[src/rtl/rtc_pkg.sv]
// rtl/rtc_pkg.sv - shared states, slot layout and constants for the RTC alarm scheduler
package rtc_pkg;

  localparam int NUM_SLOTS  = 4;
  localparam int KEY_LSB    = 15;
  localparam int KEY_W      = 32 - KEY_LSB;
  localparam int ARMED_BIT  = 14;
  localparam int REPEAT_BIT = 13;

  typedef enum logic {
    IDLE = 1'b0,
    SCAN = 1'b1
  } state_t;

  // Field order reproduces the register layout: key, armed (bit 14), repeat (bit 13), zeros
  typedef struct packed {
    logic [KEY_W-1:0] key;
    logic             armed;
    logic             rpt;
    logic [12:0]      zero;
  } alarm_t;

endpackage

[src/rtl/rtc_alarm_slot_alloc.sv]
// rtl/rtc_alarm_slot_alloc.sv - lowest-free-slot finder and armed duplicate-key detector
module rtc_alarm_slot_alloc
  import rtc_pkg::*;
(
  input  alarm_t [NUM_SLOTS-1:0] slots,
  input  logic   [KEY_W-1:0]     key,
  output logic   [1:0]           free_idx,
  output logic                   dup
);

  always_comb begin
    free_idx = 2'd0;
    dup      = 1'b0;
    for (int i = NUM_SLOTS - 1; i >= 0; i--) begin
      if (!slots[i].armed) free_idx = 2'(i);
    end
    // Only armed slots count; a disarmed slot keeps its stale key
    for (int i = 0; i < NUM_SLOTS; i++) begin
      if (slots[i].armed && (slots[i].key == key)) dup = 1'b1;
    end
  end

endmodule

[src/rtl/rtc_alarm_scheduler.sv]
// rtl/rtc_alarm_scheduler.sv - alarm slots, tick-driven scan and prioritised irq
// Repeating alarms (add_repeat port, slot bit 13) exist only when RTC_ALARM_REPEAT_EN is defined.
module rtc_alarm_scheduler
  import rtc_pkg::*;
(
  input  logic                   clk,
  input  logic                   reset,
  input  logic                   tick,
  input  logic   [31:0]          curr_time,
  input  logic                   add_valid,
  input  logic   [31:0]          add_time,
`ifdef RTC_ALARM_REPEAT_EN
  input  logic                   add_repeat,
`endif
  output logic                   add_ready,
  output logic                   add_dup,
  input  logic                   clr_valid,
  input  logic   [1:0]           clr_idx,
  input  logic                   irq_ack,
  output alarm_t [NUM_SLOTS-1:0] alarm,
  output logic                   full,
  output logic                   irq,
  output logic   [1:0]           irq_idx,
  output logic                   tick_overrun
);

  state_t                 state, state_n;
  logic   [1:0]           idx, idx_n;
  logic                   tick_lat, tick_lat_n;
  logic                   scan_start, overrun_n;
  logic   [KEY_W-1:0]     key_snap;
  logic   [NUM_SLOTS-1:0] pending, pending_n;
  alarm_t [NUM_SLOTS-1:0] alarm_n;
  logic                   dup_n, full_n, irq_n;
  logic   [1:0]           irq_idx_n;
  logic   [1:0]           free_idx;
  logic                   key_dup, add_fire, match, new_rpt;
  logic                   unused_low;

  assign unused_low = ^{curr_time[KEY_LSB-1:0], add_time[KEY_LSB-1:0]};

`ifdef RTC_ALARM_REPEAT_EN
  assign new_rpt = add_repeat;
`else
  assign new_rpt = 1'b0;
`endif

  rtc_alarm_slot_alloc u_alloc (
    .slots    (alarm),
    .key      (add_time[31:KEY_LSB]),
    .free_idx (free_idx),
    .dup      (key_dup)
  );

  assign add_ready = (state == IDLE) && !full && !tick && !tick_lat;
  assign add_fire  = add_valid && add_ready;
  assign match     = (state == SCAN) && alarm[idx].armed && (alarm[idx].key == key_snap);

  always_comb begin
    state_n    = state;
    idx_n      = idx;
    tick_lat_n = tick_lat;
    scan_start = 1'b0;
    overrun_n  = 1'b0;
    case (state)
      IDLE: begin
        if (tick || tick_lat) begin
          state_n    = SCAN;
          idx_n      = 2'd0;
          tick_lat_n = 1'b0;
          scan_start = 1'b1;
        end
      end
      SCAN: begin
        if (idx == 2'd3) begin
          // Back-to-back scan: a pending latch is consumed and a fresh tick takes its place
          if (tick_lat || tick) begin
            idx_n      = 2'd0;
            scan_start = 1'b1;
            tick_lat_n = tick_lat && tick;
          end else begin
            state_n = IDLE;
          end
        end else begin
          idx_n = idx + 2'd1;
          if (tick) begin
            if (tick_lat) overrun_n = 1'b1;
            else          tick_lat_n = 1'b1;
          end
        end
      end
      default: state_n = IDLE;
    endcase
  end

  always_comb begin
    alarm_n   = alarm;
    pending_n = pending;
    dup_n     = 1'b0;
    if (add_fire) begin
      if (key_dup) dup_n = 1'b1;
      else alarm_n[free_idx] = '{key: add_time[31:KEY_LSB], armed: 1'b1, rpt: new_rpt, zero: '0};
    end
    if (irq && irq_ack) pending_n[irq_idx] = 1'b0;
    if (match) begin
      pending_n[idx] = 1'b1;
      if (!alarm[idx].rpt) alarm_n[idx].armed = 1'b0;
    end
    // Applied last so a clear beats a same-cycle match on its slot
    if (clr_valid) begin
      alarm_n[clr_idx].armed = 1'b0;
      pending_n[clr_idx]     = 1'b0;
    end
    full_n    = 1'b1;
    irq_idx_n = 2'd0;
    for (int i = 0; i < NUM_SLOTS; i++) begin
      if (!alarm_n[i].armed) full_n = 1'b0;
    end
    for (int i = NUM_SLOTS - 1; i >= 0; i--) begin
      if (pending_n[i]) irq_idx_n = 2'(i);
    end
    irq_n = |pending_n;
  end

  always_ff @(posedge clk) begin
    if (reset) begin
      state        <= IDLE;
      idx          <= 2'd0;
      tick_lat     <= 1'b0;
      key_snap     <= '0;
      pending      <= '0;
      alarm        <= '0;
      full         <= 1'b0;
      irq          <= 1'b0;
      irq_idx      <= 2'd0;
      add_dup      <= 1'b0;
      tick_overrun <= 1'b0;
    end else begin
      state        <= state_n;
      idx          <= idx_n;
      tick_lat     <= tick_lat_n;
      if (scan_start) key_snap <= curr_time[31:KEY_LSB];
      pending      <= pending_n;
      alarm        <= alarm_n;
      full         <= full_n;
      irq          <= irq_n;
      irq_idx      <= irq_idx_n;
      add_dup      <= dup_n;
      tick_overrun <= overrun_n;
    end
  end

endmodule

[config.mk]
export PLATFORM = sky130hd
export DESIGN_NAME = rtc_alarm_scheduler
export DESIGN_NICKNAME = d
export VERILOG_FILES = /design/src/rtl/rtc_pkg.sv /design/src/rtl/rtc_alarm_slot_alloc.sv /design/src/rtl/rtc_alarm_scheduler.sv
export SDC_FILE = /design/constraint.sdc
export NUM_CORES = 1
export LEC_CHECK = 0
export BUFFER_PORTS_ARGS = -buffer_cell sky130_fd_sc_hd__buf_2
export CAP_MARGIN = 0
export CORE_AREA = 4 4 140 142
export CTS_CLUSTER_DIAMETER = 60
export DETAILED_ROUTE_END_ITERATION = 12
export DIE_AREA = 0 0 144 146
export MAX_ROUTING_LAYER = met4
export PLACE_DENSITY = 0.64
export SYNTH_ARGS = -nofsm -noshare
export SYNTH_HDL_FRONTEND = slang
export SYNTH_SLANG_ARGS = --single-unit
[constraint.sdc]
create_clock -name clk -period 3.1 [get_ports clk]
set_input_delay 0.155 -clock clk [delete_from_list [all_inputs] [get_ports clk]]
set_output_delay 0.155 -clock clk [all_outputs]
set_load 0.02 [all_outputs]
=== Yosys cells after proc, flatten, opt, wreduce, memory -nomap -nowiden ===
Index checks and enable logic that the tools add are counted.

* Magnitude comparators: 8
* Multiplexer cells: 52
* Bitwise logic cells: 11
* $add $sub $neg: 1
* Eq/ne operators: 9
* Reduce and logical (&&, ||, !) cells: 27

{| class="wikitable"
|+ Operator list
! kind !! count
|-
| 2-to-1 mux 128 bit || 5
|-
| bitwise mux 128 bit || 3
|-
| demux 32 bit (select 2 bit) || 3
|-
| equality test 17 bit || 5
|-
| binary-select mux 32 bit (select 2 bit) || 1
|-
| 2-to-1 mux 32 bit || 2
|-
| 2-to-1 mux 15 bit || 2
|-
| 2-to-1 mux 1 bit || 18
|-
| logical AND 1 bit || 16
|-
| 2-to-1 mux 2 bit || 8
|-
| < comparator 2 x 3 -> 1 bit (second input constant) || 4
|-
| 2-to-1 mux 4 bit || 3
|-
| OR reduction 4 bit || 3
|-
| bitwise AND 4 bit || 2
|-
| greater-or-equal comparator 2 x 1 -> 1 bit (second input constant) || 4
|-
| NOT 4 bit || 2
|-
| demux 1 bit (select 2 bit) || 3
|-
| NOT 1 bit || 6
|-
| one-hot mux 1 bit (2 select lines) || 3
|-
| bitwise OR 4 bit || 1
|-
| one-hot mux 2 bit (2 select lines) || 1
|-
| OR reduction 2 bit || 2
|-
| logical NOT 1 bit || 3
|-
| != test 3 x 2 -> 1 bit (second input constant) || 1
|-
| other kinds (7) || 7
|}

* Word-level logic and storage cells: 135
* Output and inout bits: 135
* Register bits after elaboration: 159
* Input port bits: 72

=== Depth between registers and ports, before layout ===
Gate-level depths: netlist of run 1.

* Word-level depth: 18
* Gate-level depth with buffers: 10
* Gate-level depth less buffers: 7

=== By module ===
Synthesis of run 1 repeated with hierarchy kept, for this count alone.

* Cell total of the unflattened synthesis: 783
* Area, all modules: 7050.5 um^2

{| class="wikitable"
|+ By module, submodules not included
! module !! instances !! area an instance (um^2) !! cells an instance
|-
| rtc_alarm_scheduler || 1 || 6158.4 || 679
|-
| rtc_alarm_slot_alloc || 1 || 892.1 || 104
|}

=== Worst setup path after synthesis of run 1 ===
Ideal clock, no wire load.

* Kind: register -> register
* Start point: register idx[0]
* End point: register irq_idx[1]
* Period minus slack after synthesis: 2.704 ns
* Setup slack: 0.396 ns
* Arrival: 2.585 ns
* Required time: 2.981 ns
* Stages on the path, launching flop included: 9
* Buffers on the path: 1
* Cells stage by stage: dfxtp_1 buf_6 mux4_2 xor2_1 a211o_1 or4_4 o31a_1 or2_1 nor3b_1

* Word-level cells in the longest chain between the ends: 10
* Elaborated cells on any way between the ends: 17

{| class="wikitable"
|+ RTL lines
! element !! RTL line !! text
|-
| from (decl) || rtc_alarm_scheduler.sv:28 || <nowiki>logic [1:0] idx, idx_n;</nowiki>
|-
| from (signal assigned) || rtc_alarm_scheduler.sv:140 || <nowiki>idx <= idx_n;</nowiki>
|-
| < comparator 2 x 3 -> 1 bit (not written as such) or greater-or-equal comparator 2 x 1 -> 1 bit (tied branches) || rtc_alarm_scheduler.sv:106 || <nowiki>pending_n[idx] = 1'b1;</nowiki>
|-
| logical AND 1 bit (not written as such) || rtc_alarm_scheduler.sv:106 ||
|-
| 2-to-1 mux 1 bit (not written as such) || rtc_alarm_scheduler.sv:106 ||
|-
| demux 1 bit (select 2 bit) || rtc_alarm_scheduler.sv:106 ||
|-
| bitwise OR 4 bit (no source line) || - ||
|-
| 2-to-1 mux 4 bit * || rtc_alarm_scheduler.sv:105 || <nowiki>if (match) begin</nowiki>
|-
| bitwise AND 4 bit (no source line) || - ||
|-
| 2-to-1 mux 4 bit * || rtc_alarm_scheduler.sv:110 || <nowiki>if (clr_valid) begin</nowiki>
|-
| 2-to-1 mux 2 bit (2 in a row) || rtc_alarm_scheduler.sv:120 || <nowiki>if (pending_n[i]) irq_idx_n = 2'(i);</nowiki>
|-
| to (signal assigned) || rtc_alarm_scheduler.sv:147 || <nowiki>irq_idx <= irq_idx_n;</nowiki>
|-
| to (decl) || rtc_alarm_scheduler.sv:23 || <nowiki>output logic [1:0] irq_idx,</nowiki>
|}

Every way passes the cells marked *; elsewhere a longest branch is shown, timed or not. The select of a mux whose other input is x is not followed.
A chain may end at the register's enable or synchronous reset.

=== Worst setup path in the final report of run 1 ===
Ends and elaborated chain as after synthesis.

==> impl_metrics.yaml, run 1 <==
worst_setup_path:
  slowest_delay_ps: 620
  slowest_stage: "mux4_1"
  cp_max_fo: 23
  worstPathCellList: "buf_12, mux4_1, xnor2_1, nand4_1, or4_4, o31a_1, or2_1, nor3b_1"
  cp_top_family: "simple AND/OR/NAND/NOR gates"
  cp.buffers_inverters: 1
  worstSetupPathType: "flip-flop to flip-flop"
  cp-start-kind: "flip-flop"
  cp-end-kind: "flip-flop"
  cp.arrival_ps: 3280
  crit_required_ps: 3410
die:
  initial_core_util_pct: 39.3
  io_pins: 207
  die_area_sq_um: 21000
  die_h_um: 146
  num_rows: 50
  core_area_sq_um: 18500
  dieWidth_um: 144
finish:
  area_growth_pct: 26.8
  nNetsFinal: 1022
  final_common_cell: "buf_2"
  layout-drive-gt1-share_pct: 25.7
  finalCoreUtilization_pct: 49.9
  final_area_sq_um: 9210
  layout_common_cells: "176 x buf_2, 159 x dfxtp_1, 99 x nor2_1"
  num_antenna_cells: 0
grt:
  grt_pass1_wl_mm: 34.0
  grt_start_max_net_pins: 42
  grt_pass1_vias: 5944
  overflow: 0
  grtUsageTotal_pct: 21.5
  antenna_found_initial: 0
power_and_ir_drop:
  p_per_area_nw_per_um2: 505
  ir_worst_vdd_v: 0.000406
  leakage_nw: 4.37
logic_synthesis:
  yosys_warnings: 0
  syn_nets: 833
  synth-edff-count: 0
  synthCells: 757
  ys.flop_type: "dfxtp_1"
  yosysUniqueCellTypes: 58
  ys_seq_area_share_pct: 43.8
  synth_largest_area_cell: "dfxtp_1"
  synthArstFlopShare_pct: 0
  syn_area_sq_um: 7260
  synth_top_cell_area_share_pct: 43.8
  synthTopCellsByArea: "dfxtp_1 44%, mux2i_1 11%, xnor2_1 6.9%"
  ys_seq_elements: 159
  synth.avg_cell_area_sq_um: 9.59
placement:
  post_dp_cell_area_sq_um: 8430
  gp_congestion: 0.920
  dpl.hpwl_mm: 16.6
  port_buffers: 176
clock_tree:
  numClockSinks: 159
  h-tree-depth: 4
  post_cts_buffers: 0
  tritoncts: "done"
  cts.clk_slew.worst_paths_ps: 70
  cts_root_buf: "clkbuf_16"
  numCtsBuffers: 17
  clock_latency_ps: 420
  clk_path_buf_depth: 2
detailed_routing:
  drc: 0
  finalWirelength_mm: 21.8
  dr_total_vias: 6027
  postRouteAntennaNets: 0
  first_pass_iters: 5
  wl_per_cell_um: 18.2
  first_iter_violations: 366
  viasPerCell: 5.05
run:
  maxCapViolations: 0
sta:
  relSlewSlack_pct: 25.6
  maxSlewViolCount: 0
  max_freq_mhz: 337
  setup_tns_ps: 0
  fin_crit_ps: 2970
  hold_violations: 0
  setup_viol: 0
  fin_skew_ps: 7.52
  worstMarginPinSlew_ps: 1110
  holdWs_ps: 16.7
  rsz0062_at_grt: "false"
  min_period_over_period_pct: 95.7
run_status:
  outcome: "finished, final reports clean"
worst_hold_path:
  hold_class: "input pin to flip-flop"
final cells by class:
cell class	instances	area, sq um
clock inverter	14	146
sequential	159	3180
clock buffer	18	439
inverter	20	75.1
multi-input combinational	530	3810
fill	1768	9250
timing repair buffer	218	1270
tap	234	293
cells in the mapped netlist (all sizes together) (3+ instances only):
| library cell | count |
|---|---|
| a211oi | 4 |
| nor2b | 16 |
| or2 | 4 |
| o22ai | 4 |
| dfxtp | 159 |
| nor4b | 4 |
| and2 | 46 |
| o2111ai | 3 |
| inv | 20 |
| mux2i | 80 |
| nand2 | 46 |
| ha | 4 |
| nand4 | 25 |
| nand3 | 6 |
| o31ai | 3 |
| xor2 | 29 |
| or4 | 3 |
| nor4 | 13 |
| nor3 | 10 |
| a31oi | 3 |
| mux4 | 13 |
| nor2 | 99 |
| clkbuf | 34 |
| a21oi | 19 |
| nor3b | 3 |
| buf | 14 |
| o21ai | 3 |
| and3 | 6 |
| xnor2 | 57 |
layer usage:
| metal | vias to the layer above | GRT usage (%) | part of all wire (%) | wire (um) |
|---|---|---|---|---|
| met2 | 157 | 32.7 | 47 | 10200 |
| met4 | 0 | 7.67 | 2.6 | 555 |
| li1 | 2969 | - | - | - |
| met3 | 34 | 4.40 | 4.6 | 993 |
| met5 | - | - | 0 | 0 |
| met1 | 2867 | 28.3 | 46 | 10000 |
cells by family after synthesis:
kind of cell,after synthesis,synth area share (%)
DFF,159,43.8
xor gates and xnor gates,86,10.4
muxes,95,15.7
adders and majority gates,5,0.827
buffers and inverters,68,3.95
AOI/OAI and AO/OA,54,5.00
and+or+nand+nor,290,20.3
worst reg2reg max path: cells and delay by family (launching register included):
family | cells | cell delay [ps]
buf+inv | 1 | 190
compound gates | 1 | 310
xor+xnor | 1 | 290
flops | 1 | 370
mux | 1 | 630
simple gates | 4 | 1070
worst paths after layout:
path	from	endpoint	slack, ps	cells after the start
max	idx[0]	irq_idx[1]	130	8
min reg2reg	flip-flop	flip-flop	420	2
min	curr_time[23]	key_snap[8]	20	3
max reg2reg	idx[0]	irq_idx[1]	130	8
through the flow:
step                      instances  power (mW)  worst slack (ps)
final                          1193        4.65               134
after global routing           1193        4.83              20.5
after CTS                      1193        4.69               112
after detailed placement       1143        2.60               130
after global placement         1143        2.60               157
after floorplan                 757        2.45               396
power breakdown:
| part | total [mW] | internal (mW) | switching [mW] |
|---|---|---|---|
| Combinational | 0.468 | 0.195 | 0.273 |
| Sequential | 2.11 | 2.07 | 0.0389 |
| Clock | 2.07 | 1.16 | 0.913 |
timing repair:
action | CTS | global route
hold endpoints to repair | 18 | 0
hold buffers | 18 | 0
setup endpoints to repair | 0 | 1
resized for setup | 0 | 2
No activity file was read; power rests on OpenSTA's default activity.
==> run 2, diff against run 1 <==
--- a/config.mk
+++ b/config.mk
@@ -7,12 +7,13 @@
 export LEC_CHECK = 0
 export BUFFER_PORTS_ARGS = -buffer_cell sky130_fd_sc_hd__buf_2
 export CAP_MARGIN = 0
-export CORE_AREA = 4 4 140 142
+export CORE_AREA = 5 5 139 141
 export CTS_CLUSTER_DIAMETER = 60
 export DETAILED_ROUTE_END_ITERATION = 12
 export DIE_AREA = 0 0 144 146
 export MAX_ROUTING_LAYER = met4
-export PLACE_DENSITY = 0.64
+export PLACE_DENSITY = 0.65
 export SYNTH_ARGS = -nofsm -noshare
 export SYNTH_HDL_FRONTEND = slang
+export SYNTH_HIERARCHICAL = 1
 export SYNTH_SLANG_ARGS = --single-unit
==> run 2 against run 1 <==
  * Routed wire length increased by 2.8%
  * Non-clock buffer count decreased by 3
  * First-iteration DRC count increased by 39%
  * Design area decreased by 2.8%
  * Register-to-register slack about the same
  * Final cell count increased by 1.8%
  * Clock skew increased by 2.6 ps
  * Core utilization increased by 0.29 points
  * Hold slack improved by 34 ps
  * Total power increased by 0.67%
  * Largest cell class unchanged
==> impl_metrics.yaml, run 2 <==
power_and_ir_drop:
  power_mw: 4.68
  leakage_nw: 3.72
  ir_worst_vdd_v: 0.000400
  p_per_area_nw_per_um2: 522
placement:
  gp_congestion: 0.977
  port_buffers: 176
  dpl.hpwl_mm: 16.4
die:
  initial_core_util_pct: 39.5
  die_area_sq_um: 21000
  die_h_um: 146
  io_pins: 207
  core_area_sq_um: 17800
  dieWidth_um: 144
  num_rows: 49
logic_synthesis:
  yosys_warnings: 6
  ys_top_cells_by_count: "159 x dfxtp_1, 136 x nand2_1, 80 x a21oi_1"
  synth_largest_area_cell: "dfxtp_1"
  synth_top_cell_area_share_pct: 45.1
  syn_nets: 859
  synthArstFlopShare_pct: 0
  synthTopCellsByArea: "dfxtp_1 45%, xnor2_1 7.7%, nand2_1 7.2%"
  synth-edff-count: 0
  syn_area_sq_um: 7050
  yosysUniqueCellTypes: 56
  ys.flop_type: "dfxtp_1"
  synth.most_common_cell: "dfxtp_1"
  synthCells: 783
  ys_seq_elements: 159
  synth.avg_cell_area_sq_um: 9.00
  ys_seq_area_share_pct: 45.1
run:
  maxCapViolations: 0
grt:
  grt_start_max_net_pins: 59
  antenna_found_initial: 1
  grtUsageTotal_pct: 21.9
  grt_pass1_wl_mm: 34.8
  grt_pass1_vias: 6049
  overflow: 0
worst_hold_path:
  hold_class: "input pin to flip-flop"
finish:
  final_common_cell: "buf_2"
  area_growth_pct: 27.0
  finalCoreUtilization_pct: 50.2
  nNetsFinal: 1047
  layout-drive-gt1-share_pct: 25.4
  layout_common_cells: "175 x buf_2, 158 x dfxtp_1, 136 x nand2_1"
clock_tree:
  numClockSinks: 159
  tritoncts: "done"
  cts_root_buf: "clkbuf_16"
  clk_path_buf_depth: 2
  numCtsBuffers: 17
  clock_latency_ps: 440
  cts.clk_slew.worst_paths_ps: 70
  h-tree-depth: 4
worst_setup_path:
  slowest_delay_ps: 570
  slowest_stage: "or4_4"
  cp.buffers_inverters: 1
  cp.arrival_ps: 3330
  worstPathCellList: "mux4_2, xnor2_1, nand4_1, or4_4, nor4_4, buf_4, nand2_1, a21o_1, a211oi_2"
  cp_max_fo: 10
  worstSetupPathType: "flip-flop to flip-flop"
  cp_top_family: "simple AND/OR/NAND/NOR gates"
  cp-end-kind: "flip-flop"
  cp-start-kind: "flip-flop"
  reg2reg_setup_slack_ps: 120
  crit_required_ps: 3450
sta:
  fin_skew_ps: 10.1
  hold_violations: 0
  rsz0062_at_grt: "false"
  max_freq_mhz: 336
  worstMarginPinSlew_ps: 1140
  setup_viol: 0
  fin_crit_ps: 2980
  min_period_over_period_pct: 96.1
  setup_tns_ps: 0
  maxSlewViolCount: 0
  relSlewSlack_pct: 23.8
run_status:
  outcome: "finished, final reports clean"
detailed_routing:
  dr_total_vias: 6264
  postRouteAntennaNets: 0
  wl_per_cell_um: 18.4
  first_pass_iters: 5
  viasPerCell: 5.16
  finalWirelength_mm: 22.4
  first_iter_violations: 509
  drc: 0
==> run 2: cell count changes after synthesis, moves of 12 or more <==
| cell | delta |
|---|---|
| nand3_1 | +16 |
| nor2b_1 | -16 |
| mux2i_1 | -47 |
| a21oi_1 | +61 |
| nor2_1 | -58 |
| and2_1 | +12 |
| nand2_1 | +90 |
| xor2_1 | -12 |
==> run 2: cell families after synthesis <==
logic type | Yosys count | synth area share [%]
AOI/OAI and AO/OA | 121 | 9.69
DFF | 159 | 45.1
muxes | 44 | 7.93
buffers and inverters | 58 | 4.05
adders and majority gates | 5 | 0.852
xor gates and xnor gates | 84 | 11.0
and+or+nand+nor | 312 | 21.4
==> run 2: final cells by class <==
| cell class | instances | area [sq um] |
|---|---|---|
| Clock inverter | 15 | 189 |
| Tap cell | 229 | 287 |
| Timing Repair Buffer | 215 | 1220 |
| Sequential cell | 159 | 3190 |
| Inverter | 12 | 45.0 |
| Multi-Input combinational cell | 566 | 3600 |
| Antenna cell | 1 | 2.50 |
| Clock buffer | 17 | 425 |
| Fill cell | 1686 | 8880 |
==> run 2: worst paths after layout <==
check               start          to  cells after the start
min reg2reg     flip-flop   flip-flop                      1
min          add_time[23]   flip-flop                      3
max reg2reg        idx[0]  irq_idx[0]                      9
max                idx[0]  irq_idx[0]                      9
==> run 2: timing repair <==
action / 4_1_cts / 5_1_grt
setup buffers: 0 / 1
endpoints found under the setup margin: 0 / 2
hold endpoints to repair: 19 / 0
gates resized for setup: 0 / 1
hold buffers: 19 / 0
==> run 2: through the flow <==
step	hold WS (ps)	setup slack (ps)	cell area [sq um]	instances
floorplan	282	411	7050	783
global placement	403	178	8140	1161
detailed placement	403	103	8140	1161
CTS	40.0	86.6	8940	1212
global route	49.8	32.3	8960	1214
finish	50.7	122	8960	1214
==> run 2: routing by layer <==
layer	up-vias	share of wire, %	track usage (%)
met3	31	7.5	4.83
met5	-	0	-
li1	3029	-	-
met1	2972	46	30.6
met2	232	44	31.5
met4	0	2.0	6.50
==> run 2: worst min-delay path, cell delays in order <==
cell and delay (ps):
buf_2 160, nand2_1 70, a21oi_1 50
==> run 2: where the power goes <==
part / switching (mW) / internal, mW / leakage [nW]
Combinational: 0.250 / 0.178 / 2.14
Sequential: 0.0461 / 2.07 / 1.29
Clock: 1.03 / 1.10 / 0.299
==> run 3, diff against run 2 <==
--- a/config.mk
+++ b/config.mk
@@ -12,7 +12,7 @@
 export DETAILED_ROUTE_END_ITERATION = 12
 export DIE_AREA = 0 0 144 146
 export MAX_ROUTING_LAYER = met4
-export PLACE_DENSITY = 0.65
+export PLACE_DENSITY = 0.67
 export SYNTH_ARGS = -nofsm -noshare
 export SYNTH_HDL_FRONTEND = slang
 export SYNTH_HIERARCHICAL = 1
==> constraint.sdc (replaced) <==
create_clock -name clk -period 2.7 [get_ports clk]
set_input_delay 0.135 -clock clk [delete_from_list [all_inputs] [get_ports clk]]
set_output_delay 0.135 -clock clk [all_outputs]
set_load 0.02 [all_outputs]
==> run 3 against run 2 <==
  * Design area rose by 2.4%
  * Global-route usage grew 0.16 points
  * Die area unchanged
  * Sequential share of layout area decreased by 0.83 points
  * Register-to-register slack got worse by 100 ps
  * Critical endpoint is now alarm[46]
  * Largest cell class unchanged
==> impl_metrics.yaml, run 3 (synthesis results as in run 2) <==
run_status:
  outcome: "finished, final reports clean"
finish:
  nNetsFinal: 1074
  num-fill-cells: 1678
  fin_cells: 1241
  layout-drive-gt1-share_pct: 28.7
  multi_input_area_sq_um: 3620
  layout_common_cells: "175 x buf_2, 157 x dfxtp_1, 135 x nand2_1"
  regArea_sq_um: 3190
  final_common_cell: "buf_2"
  area_growth_pct: 30.1
  final_area_sq_um: 9170
worst_setup_path:
  cp-end-kind: "flip-flop"
  cp_max_fo: 6
  crit_required_ps: 3010
  worstSetupPathType: "flip-flop to flip-flop"
  cp.arrival_ps: 2990
  cp-start-kind: "flip-flop"
grt:
  grtUsageTotal_pct: 22.0
  antenna_found_initial: 1
  overflow: 0
  grt_pass1_vias: 6108
  grt_start_max_net_pins: 70
  grt_pass1_wl_mm: 34.9
detailed_routing:
  dr_total_vias: 6409
  first_iter_violations: 562
  finalWirelength_mm: 22.8
  viasPerCell: 5.16
  drc: 0
  postRouteAntennaNets: 0
  wl_per_cell_um: 18.3
  first_pass_iters: 5
die:
  io_pins: 207
  core_area_sq_um: 17800
  dieWidth_um: 144
  initial_core_util_pct: 39.5
  num_rows: 49
  die_area_sq_um: 21000
  die_h_um: 146
clock_tree:
  h-tree-depth: 4
  numClockSinks: 159
  clock_latency_ps: 430
  clk_path_buf_depth: 2
  cts.clk_slew.worst_paths_ps: 70
  numCtsBuffers: 17
  tritoncts: "done"
  cts_root_buf: "clkbuf_16"
sta:
  max_freq_mhz: 373
  min_period_over_period_pct: 99.2
  relSlewSlack_pct: 51.0
  maxSlewViolCount: 0
  fin_crit_ps: 2680
  fin_skew_ps: 12.0
  worstMarginPinSlew_ps: 734
  hold_violations: 0
  setup_tns_ps: 0
  rsz0062_at_grt: "true"
  setup_viol: 0
placement:
  gp_congestion: 0.984
  post_dp_cell_area_sq_um: 8330
  dpl.hpwl_mm: 16.5
  dp_cells: 1183
  port_buffers: 176
power_and_ir_drop:
  power_mw: 5.29
  leakage_nw: 3.84
  p_per_area_nw_per_um2: 577
  ir_worst_vdd_v: 0.000436
run:
  maxCapViolations: 0
worst_hold_path:
  hold_class: "input pin to flip-flop"
-- run 3: cell types whose count changed in the layout (fill, tap and decap cells not counted), sizes merged --
cell and delta:
buf +27, clkinv -3, clkbuf +2, bufinv +1, clkinvlp +1, inv -1
-- run 3: final cells by class --
| type | instances | area share, % |
|---|---|---|
| sequential | 159 | 34.8 |
| clock buffer | 19 | 4.83 |
| clock inverter | 13 | 1.38 |
| timing repair buffer | 242 | 15.9 |
| inverter | 12 | 0.491 |
| antenna | 1 | 0.0273 |
| tap | 229 | 3.12 |
| multi-input combinational | 566 | 39.5 |
-- run 3: metal layers --
layer  vias up  wire length [um]  share of wire (%)  global-route usage, %
met5         -                 0                  0                      -
met4         0               807                3.5                   8.99
met3        54              1700                7.5                   5.59
met2       291             10000                 44                   31.4
met1      2984             10200                 45                   29.7
li1       3080                 -                  -                      -
-- run 3: worst max-delay path, stage by stage, from the launching register on --
cell and delay, ps:
dfxtp_4 410, mux4_2 540, xnor2_1 150, nand4_1 120, or4_4 570, nor4_4 160
buf_4 190, buf_4 120, and2b_2 230, a21oi_1 80
-- run 3: final timing paths --
check | startpoint | endpoint | slack (ps) | depth (start not counted)
max | idx[0] | alarm[46] | 20 | 9
min | add_time[27] | flip-flop | 40 | 3
max reg2reg | idx[0] | alarm[46] | 20 | 9
min reg2reg | flip-flop | flip-flop | 450 | 1
-- run 3: metrics by stage --
stage	setup slack, ps	hold slack [ps]	util [%]
2_1_floorplan	11.1	262	-
3_3_place_gp	5.47	382	46.7
3_5_place_dp	-27.3	387	46.7
4_1_cts	6.15	22.4	51.0
5_1_grt	-68.9	39.5	51.4
6_report	21.2	42.9	51.4
-- run 3: where the power goes --
part	internal (mW)	total [mW]	switching (mW)
clock network	1.31	2.33	1.02
logic	0.228	0.527	0.299
registers	2.38	2.43	0.0522
total	3.92	5.29	1.37
-- run 3: what timing repair did --
action / CTS / global route
endpoints found under the hold margin: 19 / 0
pin swaps: 0 / 10
hold buffers: 19 / 0
resized for setup: 3 / 14
gates cloned: 0 / 0
setup endpoints to repair: 3 / 10
buffers inserted: 0 / 6
